**src/rtl/fetch_queue_pkg.sv**
```systemverilog
// rtl/fetch_queue_pkg.sv - shared types and constants for the instruction fetch queue
package fetch_queue_pkg;

  localparam int INST_W = 32;
  localparam int ADDR_W = 32;

  localparam logic [ADDR_W-1:0] RESET_PC_DEFAULT = 32'h0000_0000;
  localparam logic [INST_W-1:0] NOP              = 32'h0000_0013;

  typedef enum logic [1:0] {
    S_IDLE = 2'd0,
    S_WAIT = 2'd1,
    S_DROP = 2'd2
  } fq_state_e;

  typedef struct packed {
    logic [INST_W-1:0] inst;
    logic [ADDR_W-1:0] pc;
  } fq_entry_t;

  function automatic logic [ADDR_W-1:0] align_pc(input logic [ADDR_W-1:0] pc);
    return pc & ~ADDR_W'(3);
  endfunction

endpackage

```
**src/rtl/fetch_queue_if.sv**
```systemverilog
// rtl/fetch_queue_if.sv - memory, redirect and decode handshake signals of the fetch queue
interface fetch_queue_if;
  import fetch_queue_pkg::*;

  logic              imem_req;
  logic [ADDR_W-1:0] imem_addr;
  logic              imem_rvalid;
  logic [INST_W-1:0] imem_rdata;
  logic              redirect;
  logic [ADDR_W-1:0] redirect_pc;
  logic              inst_valid;
  logic [INST_W-1:0] inst;
  logic [ADDR_W-1:0] inst_pc;
  logic              inst_ready;

  modport master (
    output imem_req, imem_addr, inst_valid, inst, inst_pc,
    input  imem_rvalid, imem_rdata, redirect, redirect_pc, inst_ready
  );

  modport slave (
    input  imem_req, imem_addr, inst_valid, inst, inst_pc,
    output imem_rvalid, imem_rdata, redirect, redirect_pc, inst_ready
  );

endinterface

```
**src/rtl/fetch_queue_fifo.sv**
```systemverilog
// rtl/fetch_queue_fifo.sv - fetch_fifo: DEPTH-entry instruction+PC buffer with clear
module fetch_fifo
  import fetch_queue_pkg::*;
#(
  parameter int DEPTH = 4
) (
  input  logic                     clk,
  input  logic                     rst,
  input  logic                     i_clear,
  input  logic                     i_push,
  input  fq_entry_t                i_push_data,
  input  logic                     i_pop,
  output fq_entry_t                o_head,
  output logic [$clog2(DEPTH):0]   o_count,
  output logic                     o_empty
);
  localparam int PTR_W = $clog2(DEPTH);
  localparam int CNT_W = PTR_W + 1;

  fq_entry_t        r_mem [DEPTH];
  logic [PTR_W-1:0] r_wr_ptr;
  logic [PTR_W-1:0] r_rd_ptr;
  logic [CNT_W-1:0] r_count;

  logic w_full;
  logic w_do_pop;
  logic w_do_push;

  assign w_full    = (r_count == CNT_W'(DEPTH));
  assign o_empty   = (r_count == '0);
  assign w_do_pop  = i_pop && !o_empty;
  // A push into a full buffer is only legal when the head leaves the same cycle.
  assign w_do_push = i_push && (!w_full || w_do_pop);

  // Entry storage; contents are only observed through the head when not empty
  always_ff @(posedge clk) begin
    if (w_do_push && !i_clear) begin
      r_mem[r_wr_ptr] <= i_push_data;
    end
  end

  // Pointers wrap naturally because DEPTH is a power of two
  always_ff @(posedge clk) begin
    if (!rst) begin
      r_wr_ptr <= '0;
      r_rd_ptr <= '0;
      r_count  <= '0;
    end else if (i_clear) begin
      r_wr_ptr <= '0;
      r_rd_ptr <= '0;
      r_count  <= '0;
    end else begin
      if (w_do_push) begin
        r_wr_ptr <= r_wr_ptr + PTR_W'(1);
      end
      if (w_do_pop) begin
        r_rd_ptr <= r_rd_ptr + PTR_W'(1);
      end
      r_count <= r_count + CNT_W'(w_do_push) - CNT_W'(w_do_pop);
    end
  end

  assign o_head  = r_mem[r_rd_ptr];
  assign o_count = r_count;

endmodule

```
**src/rtl/fetch_queue.sv**
```systemverilog
// rtl/fetch_queue.sv - PC generation, fetch FSM and decode handshake; FETCH_QUEUE_BYPASS_EN adds empty-queue bypass
module fetch_queue
  import fetch_queue_pkg::*;
#(
  parameter int                DEPTH    = 4,
  parameter logic [ADDR_W-1:0] RESET_PC = RESET_PC_DEFAULT
) (
  input logic           clk,
  input logic           rst,
  fetch_queue_if.master io_fq
);
  localparam int CNT_W = $clog2(DEPTH) + 1;
  localparam int NXT_W = CNT_W + 1;

  fq_state_e         r_state;
  logic [ADDR_W-1:0] r_fetch_pc;
  logic [ADDR_W-1:0] r_req_pc;

  fq_entry_t         w_head;
  fq_entry_t         w_push_data;
  logic [CNT_W-1:0]  w_count;
  logic [NXT_W-1:0]  w_count_next;
  logic              w_empty;
  logic              w_keep_rsp;
  logic              w_bypass;
  logic              w_push;
  logic              w_pop;
  logic              w_slot_free;
  logic              w_issue_state;
  logic              w_issue;
  logic              w_inst_valid;
  logic [INST_W-1:0] w_inst;
  logic [ADDR_W-1:0] w_inst_pc;

  // A response is kept only for a live request and never in a redirect cycle.
  assign w_keep_rsp = rst && io_fq.imem_rvalid && (r_state == S_WAIT) && !io_fq.redirect;

`ifdef FETCH_QUEUE_BYPASS_EN
  assign w_bypass = w_keep_rsp && w_empty;
`else
  assign w_bypass = 1'b0;
`endif

  // Queue traffic for this cycle and the resulting issue decision
  always_comb begin
    w_pop         = rst && !w_empty && io_fq.inst_ready && !io_fq.redirect;
    w_push        = w_keep_rsp && !(w_bypass && io_fq.inst_ready);
    w_push_data   = '{inst: io_fq.imem_rdata, pc: r_req_pc};
    w_count_next  = {1'b0, w_count} + NXT_W'(w_push) - NXT_W'(w_pop);
    w_slot_free   = (w_count_next < NXT_W'(DEPTH));
    w_issue_state = (r_state == S_IDLE) || ((r_state == S_WAIT) && io_fq.imem_rvalid);
    w_issue       = rst && !io_fq.redirect && w_issue_state && w_slot_free;
  end

  fetch_fifo #(
    .DEPTH(DEPTH)
  ) u_fifo (
    .clk         (clk),
    .rst         (rst),
    .i_clear     (io_fq.redirect),
    .i_push      (w_push),
    .i_push_data (w_push_data),
    .i_pop       (w_pop),
    .o_head      (w_head),
    .o_count     (w_count),
    .o_empty     (w_empty)
  );

  // Decode-side view: bypassed response, else buffer head, else a NOP bubble
  always_comb begin
    w_inst_valid = 1'b0;
    w_inst       = '0;
    w_inst_pc    = '0;
    if (rst) begin
      if (w_bypass) begin
        w_inst_valid = 1'b1;
        w_inst       = io_fq.imem_rdata;
        w_inst_pc    = r_req_pc;
      end else if (!w_empty) begin
        w_inst_valid = 1'b1;
        w_inst       = w_head.inst;
        w_inst_pc    = w_head.pc;
      end else begin
        w_inst       = NOP;
      end
    end
  end

  // Fetch state machine: PC sequencing, outstanding-request tracking and redirect
  always_ff @(posedge clk) begin
    if (!rst) begin
      r_state    <= S_IDLE;
      r_fetch_pc <= RESET_PC;
      r_req_pc   <= '0;
    end else if (io_fq.redirect) begin
      r_fetch_pc <= align_pc(io_fq.redirect_pc);
      // A request still in flight must have its response swallowed later.
      if ((r_state != S_IDLE) && !io_fq.imem_rvalid) begin
        r_state <= S_DROP;
      end else begin
        r_state <= S_IDLE;
      end
    end else if (w_issue) begin
      r_req_pc   <= r_fetch_pc;
      r_fetch_pc <= r_fetch_pc + ADDR_W'(4);
      r_state    <= S_WAIT;
    end else begin
      case (r_state)
        S_IDLE: r_state <= S_IDLE;
        S_WAIT: if (io_fq.imem_rvalid) r_state <= S_IDLE;
        S_DROP: if (io_fq.imem_rvalid) r_state <= S_IDLE;
        default: r_state <= S_IDLE;
      endcase
    end
  end

  assign io_fq.imem_req   = w_issue;
  assign io_fq.imem_addr  = w_issue ? r_fetch_pc : '0;
  assign io_fq.inst_valid = w_inst_valid;
  assign io_fq.inst       = w_inst;
  assign io_fq.inst_pc    = w_inst_pc;

endmodule
```
**src/flat_wrapper.sv**
```systemverilog
// flat-port wrapper written by rule: the top's interface ports become plain ports
module fetch_queue_flat import fetch_queue_pkg::*;
#(
  parameter int                DEPTH    = 4,
  parameter logic [ADDR_W-1:0] RESET_PC = RESET_PC_DEFAULT
)
  (clk, rst, io_fq_imem_req, io_fq_imem_addr, io_fq_inst_valid, io_fq_inst, io_fq_inst_pc, io_fq_imem_rvalid, io_fq_imem_rdata, io_fq_redirect, io_fq_redirect_pc, io_fq_inst_ready);
  fetch_queue_if io_fq_i ();
  input logic clk;
  input logic rst;
  output wire logic [$bits(io_fq_i.imem_req)-1:0] io_fq_imem_req;
  output wire logic [$bits(io_fq_i.imem_addr)-1:0] io_fq_imem_addr;
  output wire logic [$bits(io_fq_i.inst_valid)-1:0] io_fq_inst_valid;
  output wire logic [$bits(io_fq_i.inst)-1:0] io_fq_inst;
  output wire logic [$bits(io_fq_i.inst_pc)-1:0] io_fq_inst_pc;
  input wire logic [$bits(io_fq_i.imem_rvalid)-1:0] io_fq_imem_rvalid;
  input wire logic [$bits(io_fq_i.imem_rdata)-1:0] io_fq_imem_rdata;
  input wire logic [$bits(io_fq_i.redirect)-1:0] io_fq_redirect;
  input wire logic [$bits(io_fq_i.redirect_pc)-1:0] io_fq_redirect_pc;
  input wire logic [$bits(io_fq_i.inst_ready)-1:0] io_fq_inst_ready;
  assign io_fq_imem_req = io_fq_i.imem_req;
  assign io_fq_imem_addr = io_fq_i.imem_addr;
  assign io_fq_inst_valid = io_fq_i.inst_valid;
  assign io_fq_inst = io_fq_i.inst;
  assign io_fq_inst_pc = io_fq_i.inst_pc;
  assign io_fq_i.imem_rvalid = io_fq_imem_rvalid;
  assign io_fq_i.imem_rdata = io_fq_imem_rdata;
  assign io_fq_i.redirect = io_fq_redirect;
  assign io_fq_i.redirect_pc = io_fq_redirect_pc;
  assign io_fq_i.inst_ready = io_fq_inst_ready;
  fetch_queue #(.DEPTH(DEPTH), .RESET_PC(RESET_PC)) u_core (.clk(clk), .rst(rst), .io_fq(io_fq_i));
endmodule
```
**config.mk**
```make
export PLATFORM = sky130hd
export DESIGN_NAME = fetch_queue_flat
export DESIGN_NICKNAME = d
export VERILOG_FILES = /design/src/rtl/fetch_queue_pkg.sv /design/src/rtl/fetch_queue_if.sv /design/src/rtl/fetch_queue_fifo.sv /design/src/rtl/fetch_queue.sv /design/src/flat_wrapper.sv
export SDC_FILE = /design/constraint.sdc
export NUM_CORES = 1
export LEC_CHECK = 0
export ABC_AREA = 1
export CORE_AREA = 2 2 161 163
export CTS_BUF_LIST = sky130_fd_sc_hd__clkbuf_8
export DETAILED_ROUTE_END_ITERATION = 6
export DIE_AREA = 0 0 163 165
export PLACE_DENSITY_LB_ADDON = 0.05
export SYNTH_ARGS = -nofsm -noshare
export SYNTH_HDL_FRONTEND = slang
export SYNTH_HIERARCHICAL = 1
export SYNTH_SLANG_ARGS = --single-unit
```
**constraint.sdc**
```tcl
create_clock -name clk -period 6.4 [get_ports clk]
set_input_delay 1.92 -clock clk [delete_from_list [all_inputs] [get_ports clk]]
set_output_delay 1.92 -clock clk [all_outputs]
set_load 0.05 [all_outputs]
```
## Word-level counts from Yosys, hierarchy flattened

Memories as Yosys holds them, arrays and structs flattened. A register that Yosys moved wholly into a read port is not among the register bits.
Cells that the tools add are included.

| word-level totals | value |
|---|---|
| bits in registers | 73 |
| latch bits | 0 |
| memory bits (writable) | 256 |
| ROM bits | 0 |
| input bits | 69 |
| memories kept | 1 |

Memory list:

| memory | depth | width | rd ports | clocked after Yosys merged registers in | write ports | RTL line | text |
|---|---|---|---|---|---|---|---|
| u_core.u_fifo.r_mem | 4 | 64 | 1 | 1 | 1 | fetch_queue_fifo.sv:20 | `fq_entry_t r_mem [DEPTH];` |

| operators by class | value |
|---|---|
| $add $sub $neg | 7 |
| multiply operators | 0 |
| div/mod/pow operators | 0 |
| order comparisons | 1 |
| eq/ne operators | 4 |
| shifts and indexed selects | 0 |
| muxes and demuxes | 18 |
| bitwise logic cells | 2 |
| reduce and logical (&&, ||, !) cells | 27 |

Operator list:

| kind | count |
|---|---|
| 32-bit two-way mux | 7 |
| 32-bit by 3-bit adder with 32-bit output (second input constant) | 1 |
| 1-bit logical AND | 14 |
| 2-bit two-way mux | 7 |
| 2-bit by 1-bit adder with 2-bit output (second input constant) | 2 |
| 3-bit by 1-bit adder with 4-bit output | 1 |
| 1-bit logical NOT | 4 |
| 4-bit by 3-bit < comparator with 1-bit output (second input constant) | 1 |
| 1-bit two-way mux | 4 |
| 4-bit by 1-bit inequality test with 1-bit output (second input constant) | 1 |
| 2-bit nonzero test | 2 |
| 2-bit OR reduction | 2 |
| 4-bit by 1-bit subtractor with 4-bit output | 1 |
| 3-bit by 1-bit adder with 3-bit output | 1 |
| 3-bit equality test (second input constant) | 1 |
| 3-bit logical NOT | 1 |
| 3-bit by 1-bit subtractor with 3-bit output | 1 |
| 2-bit by 1-bit equality test with 1-bit output (second input constant) | 1 |
| 2-bit equality test (second input constant) | 1 |
| 2-bit logical NOT | 1 |
| 1-bit logical OR | 2 |
| 1-bit inverter | 2 |
| 2-bit AND reduction | 1 |

## Logic depth before layout (Yosys ltp)

| depth | value |
|---|---|
| depth after elaboration | 11 |
| gate-level depth with buffers | 20 |

## Cells and area by module

Netlist, hierarchy kept.

By module, submodules not included:

| module | instances | cells each | area each (um^2) | sequential area each (um^2) |
|---|---|---|---|---|
| fetch_fifo | 1 | 692 | 10007.1 | 7867.5 |
| fetch_queue | 1 | 741 | 4155.2 | 1241.2 |

## Least setup slack after synthesis

Ideal clock, no wire load.

| timing | value |
|---|---|
| path type | input port to output port |
| start | input port io_fq_redirect |
| end | output port io_fq_imem_addr[22] |
| arrival | 4011 ps |
| required time | 4480 ps |
| path slack | 469 ps |
| stages on the path | 15 |
| path buffers | 1 |
| path through | inv_2 nand2_1 nor2_1 inv_1 ha_1 inv_1 ha_1 nand3_1 nand2_1 nand2_1 nand2_1 nor2_2 buf_2 nand2_1 inv_1 |

| on the way | value |
|---|---|
| word-level cells in the longest chain between the ends | 7 |
| elaborated cells between the ends (all ways) | 10 |
| classes of those cells | add/sub: 2; order compare: 1; mux: 1; reduce/logical: 6 |

RTL lines:

| item | RTL line | text |
|---|---|---|
| start: declaration | flat_wrapper.sv:18 | `input wire logic [$bits(io_fq_i.redirect)-1:0] io_fq_redirect;` |
| 1-bit logical NOT | fetch_queue.sv:36 | `assign w_keep_rsp = rst && io_fq.imem_rvalid && (r_state == S_WAIT) && !io_fq.redirect;` |
| 1-bit logical AND | fetch_queue.sv:36 |  |
| via u_core.w_keep_rsp | fetch_queue.sv:24 | `logic w_keep_rsp;` |
| 3-bit by 1-bit adder with 4-bit output | fetch_queue.sv:49 | `w_count_next = {1'b0, w_count} + NXT_W'(w_push) - NXT_W'(w_pop);` |
| 4-bit by 1-bit subtractor with 4-bit output | fetch_queue.sv:49 |  |
| 4-bit by 3-bit < comparator with 1-bit output | fetch_queue.sv:50 | `w_slot_free = (w_count_next < NXT_W'(DEPTH));` |
| 1-bit logical AND | fetch_queue.sv:52 | `w_issue = rst && !io_fq.redirect && w_issue_state && w_slot_free;` |
| via io_fq_imem_req | flat_wrapper.sv:11 | `output wire logic [$bits(io_fq_i.imem_req)-1:0] io_fq_imem_req;` |
| 32-bit two-way mux | fetch_queue.sv:118 | `assign io_fq.imem_addr = w_issue ? r_fetch_pc : '0;` |
| end: declaration | flat_wrapper.sv:12 | `output wire logic [$bits(io_fq_i.imem_addr)-1:0] io_fq_imem_addr;` |

The timed path passes the listed nets, and every way through them passes these cells.

## Worst setup path after layout

| timing | value |
|---|---|
| start | input port rst |
| end | output port io_fq_imem_addr[18] |

| on the way | value |
|---|---|
| word-level cells in the longest chain between the ends | 8 |
| elaborated cells between the ends (all ways) | 13 |
| classes of those cells | add/sub: 2; order compare: 1; mux: 1; reduce/logical: 9 |

RTL lines:

| item | RTL line | text |
|---|---|---|
| start: declaration | flat_wrapper.sv:10 | `input logic rst;` |
| 1-bit logical AND (3 in series) | fetch_queue.sv:36 |  |
| via u_core.w_keep_rsp | fetch_queue.sv:24 |  |
| 3-bit by 1-bit adder with 4-bit output | fetch_queue.sv:49 |  |
| 4-bit by 1-bit subtractor with 4-bit output | fetch_queue.sv:49 |  |
| 4-bit by 3-bit < comparator with 1-bit output | fetch_queue.sv:50 |  |
| 1-bit logical AND | fetch_queue.sv:52 |  |
| 32-bit two-way mux | fetch_queue.sv:118 |  |

The timed path passes the listed nets, and every way through them passes these cells.

==> impl_metrics.toml <==
[outcome]
status = "completed"

[worst_setup_path]
crit_type = "primary input to primary output"
cp_data_required_time_ps = 4480
cpMaxStageDelayCell = "clkdlybuf4s50_1"
cp_top_family = "buffers and inverters"
critPathMaxFanout = 15
end_kind = "primary output"
worstSetupStartpointType = "primary input"
path_cells = "clkdlybuf4s50_1 -> nand2_2 -> nor2_2 -> inv_1 -> ha_1 -> inv_1 -> ha_1 -> nand3_1 -> nand2_1 -> nand2_1 -> nand2_1 -> nor2_4 -> buf_4 -> clkbuf_16 -> nand2_2 -> inv_1 -> buf_12"
critPathArrivalTime_ps = 4290
cp_num_buf_inv = 7
critPathMaxStageDelay_ps = 500

[floorplan]
core_area_um2 = 25000
rows = 58
die_h_um = 165
dieArea_um2 = 26900
start_util_pct = 56.6
pin_count = 167
chipWidth_um = 163

[layout]
nNetsFinal = 1686
layoutNonFillerInstCount = 1973
layout.cells.most_common = "nand2_1"
final_cell_mix = "nand2_1, nor2_1, edfxtp_1, inv_1, clkdlybuf4s50_1"
area_delta_synth_final_pct = 24.1
drive_gt1_share_pct = 12.5
diodes = 0

[pwr]
comb_power_share_pct = 5.0
peakVddDrop_mv = 0.338
clkPwrFrac_pct = 40.2
netSwitchingPower_uw = 910
power_frac_seq_pct = 54.7
power.density_nw_per_um2 = 242
intPower_uw = 3340
p_leak_uw = 0.00685
power_switching_share_pct = 21.4

[logic_synthesis]
yosysWarnings = 6
synth_cells = 1433
synth_async_sr_flop_share_pct = 0
synth.distinct_cells = 33
synth_edf_count = 256
syn_area_per_cell_um2 = 9.88
synth-main-ff-cell = "edfxtp_1"
synthesis.area_um2 = 14200
synth-seq-area-share_pct = 64.3
synth_seq_cells = 327

[global_routing]
track_usage_pct = 24.3
grt_pass1_vias = 10300
grt_pass1_wl_mm = 51.3
gr-total-overflow = 0
antenna_found_initial = 0
grt_max_degree = 88

[sta]
min_period_ps = 6210
fin_crit_sh_pct = 97.0
hold_viol = 0
clock_skew_ps = 13.5
timing.fmax_ghz = 0.161
worst_pin_slew_ps = 985
timing.hold.ws_ps = 500
slew_headroom_pct = 34.3
setup_viol = 0
drv_slew = 0
tns_ps = 0

[clocking]
path_clk_slew_ps = 50
worstSkewPairLatency_ps = 570
htreeDepth = 2
clock_sinks = 327
ctsHoldBuffers = 0
cts_tree = "built"
root_buffer = "clkbuf_8"
cts_buffer_depth = 3
numCtsBuffers = 51

[drt]
drc = 0
wl_mm = 32.4
wl_per_cell_um = 16.4
vias = 10500
drt_iter0_drc = 715
ant_nets = 0
via_per_inst = 5.32
firstDrtPassIters = 7

[flow_run]
maxCapViolCount = 0

[placed_design]
dp_cells = 1877
gp_congestion = 0.875
hpwl_mm = 18.9
port_buffers = 162

[hold_path]
hp-class = "flip-flop to flip-flop"
[routing by layer]
layer  up-vias  part of all wire, %  global-route usage (%)
met2       330                   49                    42.8
met1      4917                   42                    30.5
met4         0                  2.3                    8.49
li1       5187                    -                       -
met3        59                  6.0                    4.04
met5         -                    0                       0
[state kept, by name, summed over array words and instances (netlist names), named ones only]
register and count:
u_core/r_fetch_pc 30, u_core/r_req_pc 30, u_core/r_state 2, u_core/u_fifo/o_count 3
u_core/u_fifo/r_mem 256, u_core/u_fifo/r_rd_ptr 2, u_core/u_fifo/r_wr_ptr 2
[worst paths after layout]
check                                          from                            endpoint  slack [ps]  cells after the start
max                                             rst                 io_fq_imem_addr[18]         190                     17
min reg2reg  u_core/u_fifo/r_rd_ptr[1]$_SDFFE_PP0N_                           flip-flop         500                      2
min          u_core/u_fifo/r_rd_ptr[1]$_SDFFE_PP0N_                           flip-flop         500                      2
max reg2reg     u_core/u_fifo/o_count[2]$_SDFF_PP0_  u_core/r_fetch_pc[31]$_SDFFE_PN0P_        3040                     19
[logic make-up (layout without fill, tap and decap cells)]
kind of cell / after synthesis / in the layout / synth area share, %
and+or+nand+nor: 645 / 645 / 18.1
other: 1 / 10 / 0.0265
adders and majority gates: 13 / 13 / 1.20
AOI/OAI and AO/OA: 259 / 259 / 9.97
DFF: 327 / 327 / 64.3
buffers and inverters: 180 / 381 / 5.92
xor gates and xnor gates: 8 / 8 / 0.495
[power groups by stage]
stage / clock [µW] / sequential, µW / combinational, µW
finish: 1710 / 2330 / 214
global route: 1840 / 2330 / 233
CTS: 1750 / 2320 / 210
detailed placement: 0 / 2370 / 209
global placement: 0 / 2370 / 206
floorplan: 0 / 2360 / 108
[metrics by stage]
step	total power, µW	cell area [µm²]	worst slack [ps]	utilization [%]
after floorplan	2470	14200	469	-
after global placement	2570	16500	170	65.9
after detailed placement	2580	16500	155	65.9
after CTS	4280	17500	140	70.0
after global routing	4400	17600	-28.2	70.2
final	4250	17600	191	70.2
[synthesized netlist by cell type (all sizes together), types with 9 or more instances]
cell	n	area share, %
a21boi	9	0.48
a21oi	47	1.7
buf	41	2.2
clkbuf	37	1.0
dfxtp	71	10
edfxtp	256	54
ha	12	1.1
inv	101	2.7
nand2	293	8.0
nand3	54	1.9
nor2	291	7.9
o21ai	135	4.8
o22ai	64	2.8
[worst min-delay path: cells and delay by family, from the launching register on]
family / cells / cell delay (ps)
compound gates: 1 / 60
flops: 1 / 320
simple gates: 1 / 70
[final cells by class]
type,count,area [µm²]
multi-input combinational,935,4300
timing repair buffer,187,2360
clock inverter,34,214
clock buffer,58,798
inverter,102,388
fill,1855,7450
tap,330,413
sequential,327,9110
[timing repair]
action                                  in CTS  in global routing
setup buffers                                0                  3
resized for setup                            0                  7
endpoints found under the setup margin       0                 29
Note: power is estimated with default switching activity, not from simulation.
